$ cat src/rtl/delay_period_monitor.sv
// delay_period_monitor: locks to a one-cycle pulse every N+1 clocks and reports early, late or missing pulses.
// Outputs registered, zero-cycle input-to-state latency, no backpressure; DELAY_MON_STICKY_EN adds err_clr/err_sticky.
module delay_period_monitor #(
  parameter int N     = 2500,
  parameter int CBITS = 12,
  parameter int TOL   = 0,
  parameter int FBITS = 8
) (
  input  logic             clk,
  input  logic             rst_n,
  input  logic             sig,
`ifdef DELAY_MON_STICKY_EN
  input  logic             err_clr,
  output logic             err_sticky,
`endif
  output logic             lock,
  output logic             err,
  output logic             flg,
  output logic [FBITS-1:0] fault_cnt
);

  localparam int P = N + 1;
  localparam logic [CBITS-1:0] LO   = CBITS'(P - TOL);
  localparam logic [CBITS-1:0] HI   = CBITS'(P + TOL);
  localparam logic [CBITS-1:0] GMAX = '1;
  localparam logic [FBITS-1:0] FMAX = '1;

  if (P + TOL + 1 > (2 ** CBITS) - 1) begin : g_cbits_chk
    $error("delay_period_monitor: CBITS=%0d cannot hold P+TOL+1=%0d", CBITS, P + TOL + 1);
  end
  if (TOL >= P) begin : g_tol_chk
    $error("delay_period_monitor: TOL=%0d must be below period %0d", TOL, P);
  end

  typedef enum logic [1:0] {IDLE, TRACK, FAULT} state_t;

  state_t           r_state;
  logic [CBITS-1:0] r_gap;
  logic             r_lock;
  logic             r_err;
  logic [FBITS-1:0] r_fcnt;

  logic             w_early;
  logic             w_close;
  logic             w_viol;
  logic [CBITS-1:0] w_gap_inc;

  assign w_gap_inc = r_gap + CBITS'(1);
  // Early needs sig=1 and window-close needs sig=0, so at most one fires per edge.
  assign w_early   = (r_state == TRACK) && sig && (r_gap < LO);
  assign w_close   = (r_state == TRACK) && !sig && (r_gap == HI);
  assign w_viol    = w_early || w_close;

  always_ff @(posedge clk or negedge rst_n) begin
    if (!rst_n) begin
      r_state <= IDLE;
      r_gap   <= '0;
      r_lock  <= 1'b0;
      r_err   <= 1'b0;
      r_fcnt  <= '0;
    end else begin
      r_err <= w_viol;
      if (w_viol && (r_fcnt != FMAX)) r_fcnt <= r_fcnt + FBITS'(1);
      if (sig)                r_gap <= CBITS'(1);
      else if (r_gap != GMAX) r_gap <= w_gap_inc;
      case (r_state)
        IDLE: begin
          if (sig) begin
            r_state <= TRACK;
            r_lock  <= 1'b1;
          end
        end
        TRACK: begin
          if (w_viol) begin
            r_state <= FAULT;
            r_lock  <= 1'b0;
          end
        end
        FAULT: begin
          if (sig) begin
            r_state <= TRACK;
            r_lock  <= 1'b1;
          end
        end
        default: begin
          r_state <= IDLE;
          r_lock  <= 1'b0;
        end
      endcase
    end
  end

`ifdef DELAY_MON_STICKY_EN
  logic r_sticky;
  // A violation on the same edge as err_clr keeps the flag set.
  always_ff @(posedge clk or negedge rst_n) begin
    if (!rst_n)       r_sticky <= 1'b0;
    else if (w_viol)  r_sticky <= 1'b1;
    else if (err_clr) r_sticky <= 1'b0;
  end
  assign err_sticky = r_sticky;
`endif

  assign lock      = r_lock;
  assign err       = r_err;
  assign fault_cnt = r_fcnt;
  assign flg       = r_lock && (w_gap_inc >= LO) && (w_gap_inc <= HI);

endmodule

$ cat config.mk
export PLATFORM = sky130hd
export DESIGN_NAME = delay_period_monitor
export DESIGN_NICKNAME = d
export VERILOG_FILES = /design/src/rtl/delay_period_monitor.sv
export SDC_FILE = /design/constraint.sdc
export NUM_CORES = 1
export LEC_CHECK = 0
export ABC_AREA = 1
export CORE_ASPECT_RATIO = 1.5
export CORE_MARGIN = 4
export CORE_UTILIZATION = 50
export CTS_BUF_LIST = sky130_fd_sc_hd__clkbuf_8 sky130_fd_sc_hd__clkbuf_16
export CTS_CLUSTER_DIAMETER = 100
export CTS_CLUSTER_SIZE = 8
export DETAILED_ROUTE_END_ITERATION = 8
export PLACE_DENSITY = 0.71
export SYNTH_ARGS = -nofsm -noshare
export SYNTH_HDL_FRONTEND = slang
export SYNTH_SLANG_ARGS = --single-unit
$ cat constraint.sdc
create_clock -name clk -period 1.92 [get_ports clk]
set_input_delay 0.384 -clock clk [delete_from_list [all_inputs] [get_ports clk]]
set_output_delay 0.384 -clock clk [all_outputs]
set_load 0.02 [all_outputs]
==> results of run 1 <==
[logic make-up (layout without fill, tap and decap cells)]
kind of cell / count (synthesis) / after routing / synth area share (%)
AND/OR/NAND/NOR: 99 / 99 / 34.12
flip-flops: 24 / 24 / 40.64
buffers and inverters: 21 / 72 / 6.604
AO/OA/AOI/OAI: 18 / 18 / 7.282
XOR/XNOR: 12 / 12 / 7.113
adder cells (fa/ha/maj): 5 / 5 / 4.234
[worst paths after layout]
path	slack [ns]	cells after the start	end
max	-0.24	9	flg
min	0.47	2	err
max reg2reg	0.12	11	fault_cnt[2]
min reg2reg	0.52	2	fault_cnt[5]
max in group asynchronous	1.20	2	r_gap[2]
min in group clk	0.52	2	fault_cnt[5]
[per-layer routing]
| layer | GRT usage (%) | up-vias | part of all wire, % | routed length [microns] |
|---|---|---|---|---|
| met5 | 0 | - | 0 | 0 |
| met4 | 7.670 | 0 | 1.5 | 53 |
| met3 | 2.004 | 6 | 2.4 | 86 |
| met2 | 39.09 | 29 | 57 | 2027 |
| met1 | 23.62 | 645 | 39 | 1404 |
| li1 | - | 676 | - | - |
[worst max-delay path, delay by kind of cell (launching register included)]
kind / cells / cell delay [ns]
flops: 1 / 0.42
simple gates: 6 / 0.66
buf+inv: 3 / 0.44
[metrics by stage]
stage / area (sq um) / hold slack (ns) / setup WS [ns] / setup TNS [ns]
6_report: 2008 / 0.4677 / -0.2369 / -0.2369
5_1_grt: 2008 / 0.5015 / -0.3715 / -0.3715
4_1_cts: 1978 / 0.4773 / -0.2463 / -0.2463
3_5_place_dp: 1879 / 0.5077 / -0.4741 / -0.4741
3_3_place_gp: 1879 / 0.4928 / -0.4596 / -0.4596
2_1_floorplan: 1478 / 0.08841 / 0.05677 / 0
[cell usage after synthesis (2+ instances only)]
library cell  instances  area (sq um)
a21oi_1               2         10.01
dfrtp_1              24         600.6
nand3_1              15         75.07
ha_1                  5         62.56
o21ai_1               5         25.02
o21ai_2               4         35.03
o21ai_0               6         30.03
nand2_4               2         22.52
xnor2_1               5         43.79
nor2_4                2         22.52
nand3b_1              2         15.01
inv_1                15         56.30
xor2_1                7         61.31
inv_2                 3         11.26
nor3_1                3         15.01
nand4_1               2         12.51
buf_2                 2         10.01
nand2_2               5         31.28
nand2_1              43         161.4
nor2_1               16         60.06
nand3_2               3         30.03
nor2_2                2         12.51
[report_power, final]
| part | leakage (uW) | internal [uW] | switching (uW) |
|---|---|---|---|
| sequential | 0.000319 | 591 | 88.0 |
| combinational | 0.000634 | 249 | 308 |
| clock | 0.0000216 | 140 | 145 |
[area by class of cell]
cell class                 count  share of cell area, %
tap                           37                  2.305
multi-input combinational    134                  41.56
timing repair buffer          51                  20.75
inverter                      18                  3.364
clock buffer                   3                  2.056
sequential                    24                  29.97
[state kept, by name, indices dropped and copies added, names as in the netlist]
| register | count |
|---|---|
| fault_cnt | 8 |
| lock | 1 |
| err | 1 |
| r_state | 2 |
| r_gap | 12 |
[what timing repair did]
item                                    4_1_cts  5_1_grt
endpoints found under the setup margin        1        3
gates resized for setup                      12        5
setup buffers                                 3        1
pin swaps                                     5        5
==> summary.txt, run 1 <==
Dominant synthesized flop cell: dfrtp_1
Status: finished with violations
WL final: 3571 microns
Placed Cells: 260
P&R area growth vs syn: 35.90%
Fin. Hold Viols: 0
Number of global-route vias before repair: 1,458
Final setup violation count: 1
Reg area: 601.8 sq um
Crit-path max cell delay: 0.42 ns
Crit-path cells: buf_4, nand3_4, nor2_4, buf_4, nor3_1, nor2_1, nand3b_1, nor2_1, buf_4
Initial antenna violation count: 0
Maximum buffer depth of the clock tree: 2
Slowest CP cell: dfrtp_1
Slew @ Worst Pin: 0.3065 ns
Most common cell after layout, fill and taps aside: nand2_1
Most used cell, CP: buf_4
CP Data Arrival Time: 1.77 ns
Total grt overflow: 0
Die Width: 52.39 microns
Count of mapped cells out of synthesis: 179
Most frequent cells in the layout: nand2_1 (43), buf_4 (38), dfrtp_1 (23), nor2_1 (16)
Hold Path Class: in -> async
Number of flops mapped to enable cells by yosys: 0
Max Clk Rate: 463.6 MHz
Hold buffers post-CTS: 0
Total chip power: 1521 uW
Max VDD drop: 926.7 uV
Initial Utilization: 53.49%
Detail Route Antenna Nets: 0
Multi-input logic area: 834.6 sq um
Diode count: 0
Die Y: 74.58 microns
# DRC: 0
TritonCTS clock tree: done
Startpoint Class: flop
Synth Warn #: 0
Root Buffer: clkbuf_8
Crit Path Max Fanout: 4
H-tree Lvls: 1
Final min period: 2.157 ns
Via/cell ratio: 5.079
Setup CP Type: reg -> out
Wire length of the first global-routing pass: 6216 microns
Gr usage total: 20.77%
DIE AREA: 0.003907 sq mm
Register area share after synthesis: 40.64%
Num CTS Buffers: 3
Clock Pin Slew Worst Setup and Hold Paths: 0.08 ns
Final Max Slew Viols: 0
Post-DP HPWL: 2760 microns
Req. time, crit path: 1.54 ns
Crit path from: r_gap[1]
Flops & latches, synth: 24
Mean post-synth cell area: 8.255 sq um
RSZ-0062 raised after global routing: true
RR Startpoint: r_gap[5]
Setup ws final: -0.2369 ns
Worst slew margin: 79.57%
Fin crit share: 112.3%
Nets@finish: 240
Vias: 1,356
Layout Skew: 0.009321 ns
Syn Std Cell Area: 0.001478 sq mm
MaxCap Viol Count: 0
Port Buf Inserts: 13
Number of DRC markers in iteration 0: 29
Core area: 0.002763 sq mm
Share of cells above drive strength 1: 32.17%
Pin count of the biggest net entering global routing: 25
Failing checks: setup timing
Row cnt: 23
Ports: 14
Routability cong.: 0.8963
CP endpoint kind: primary output
Synth unique cells: 28
PD cells: 757.2 mW/mm^2
First-pass iteration count of the detailed router: 4
Post-synth ARST share: 100.0%
Leakage power: 0.0009742 uW
Util after Layout: 72.69%
Sink Count: 24
Clk_lat worst skew: 0.26 ns
Number of fillers in the final layout: 228
Average routed wire per standard cell: 13.37 microns
Synth Net Count: 187
Final Non-Filler Cells: 267
No activity file was read; power rests on OpenSTA's default activity.
==> inputs of run 2 (changes only) <==
CAP_MARGIN = 20   (was default)
==> results of run 2 <==
The final DEF is identical to that of run 1; final timing and power are the same.
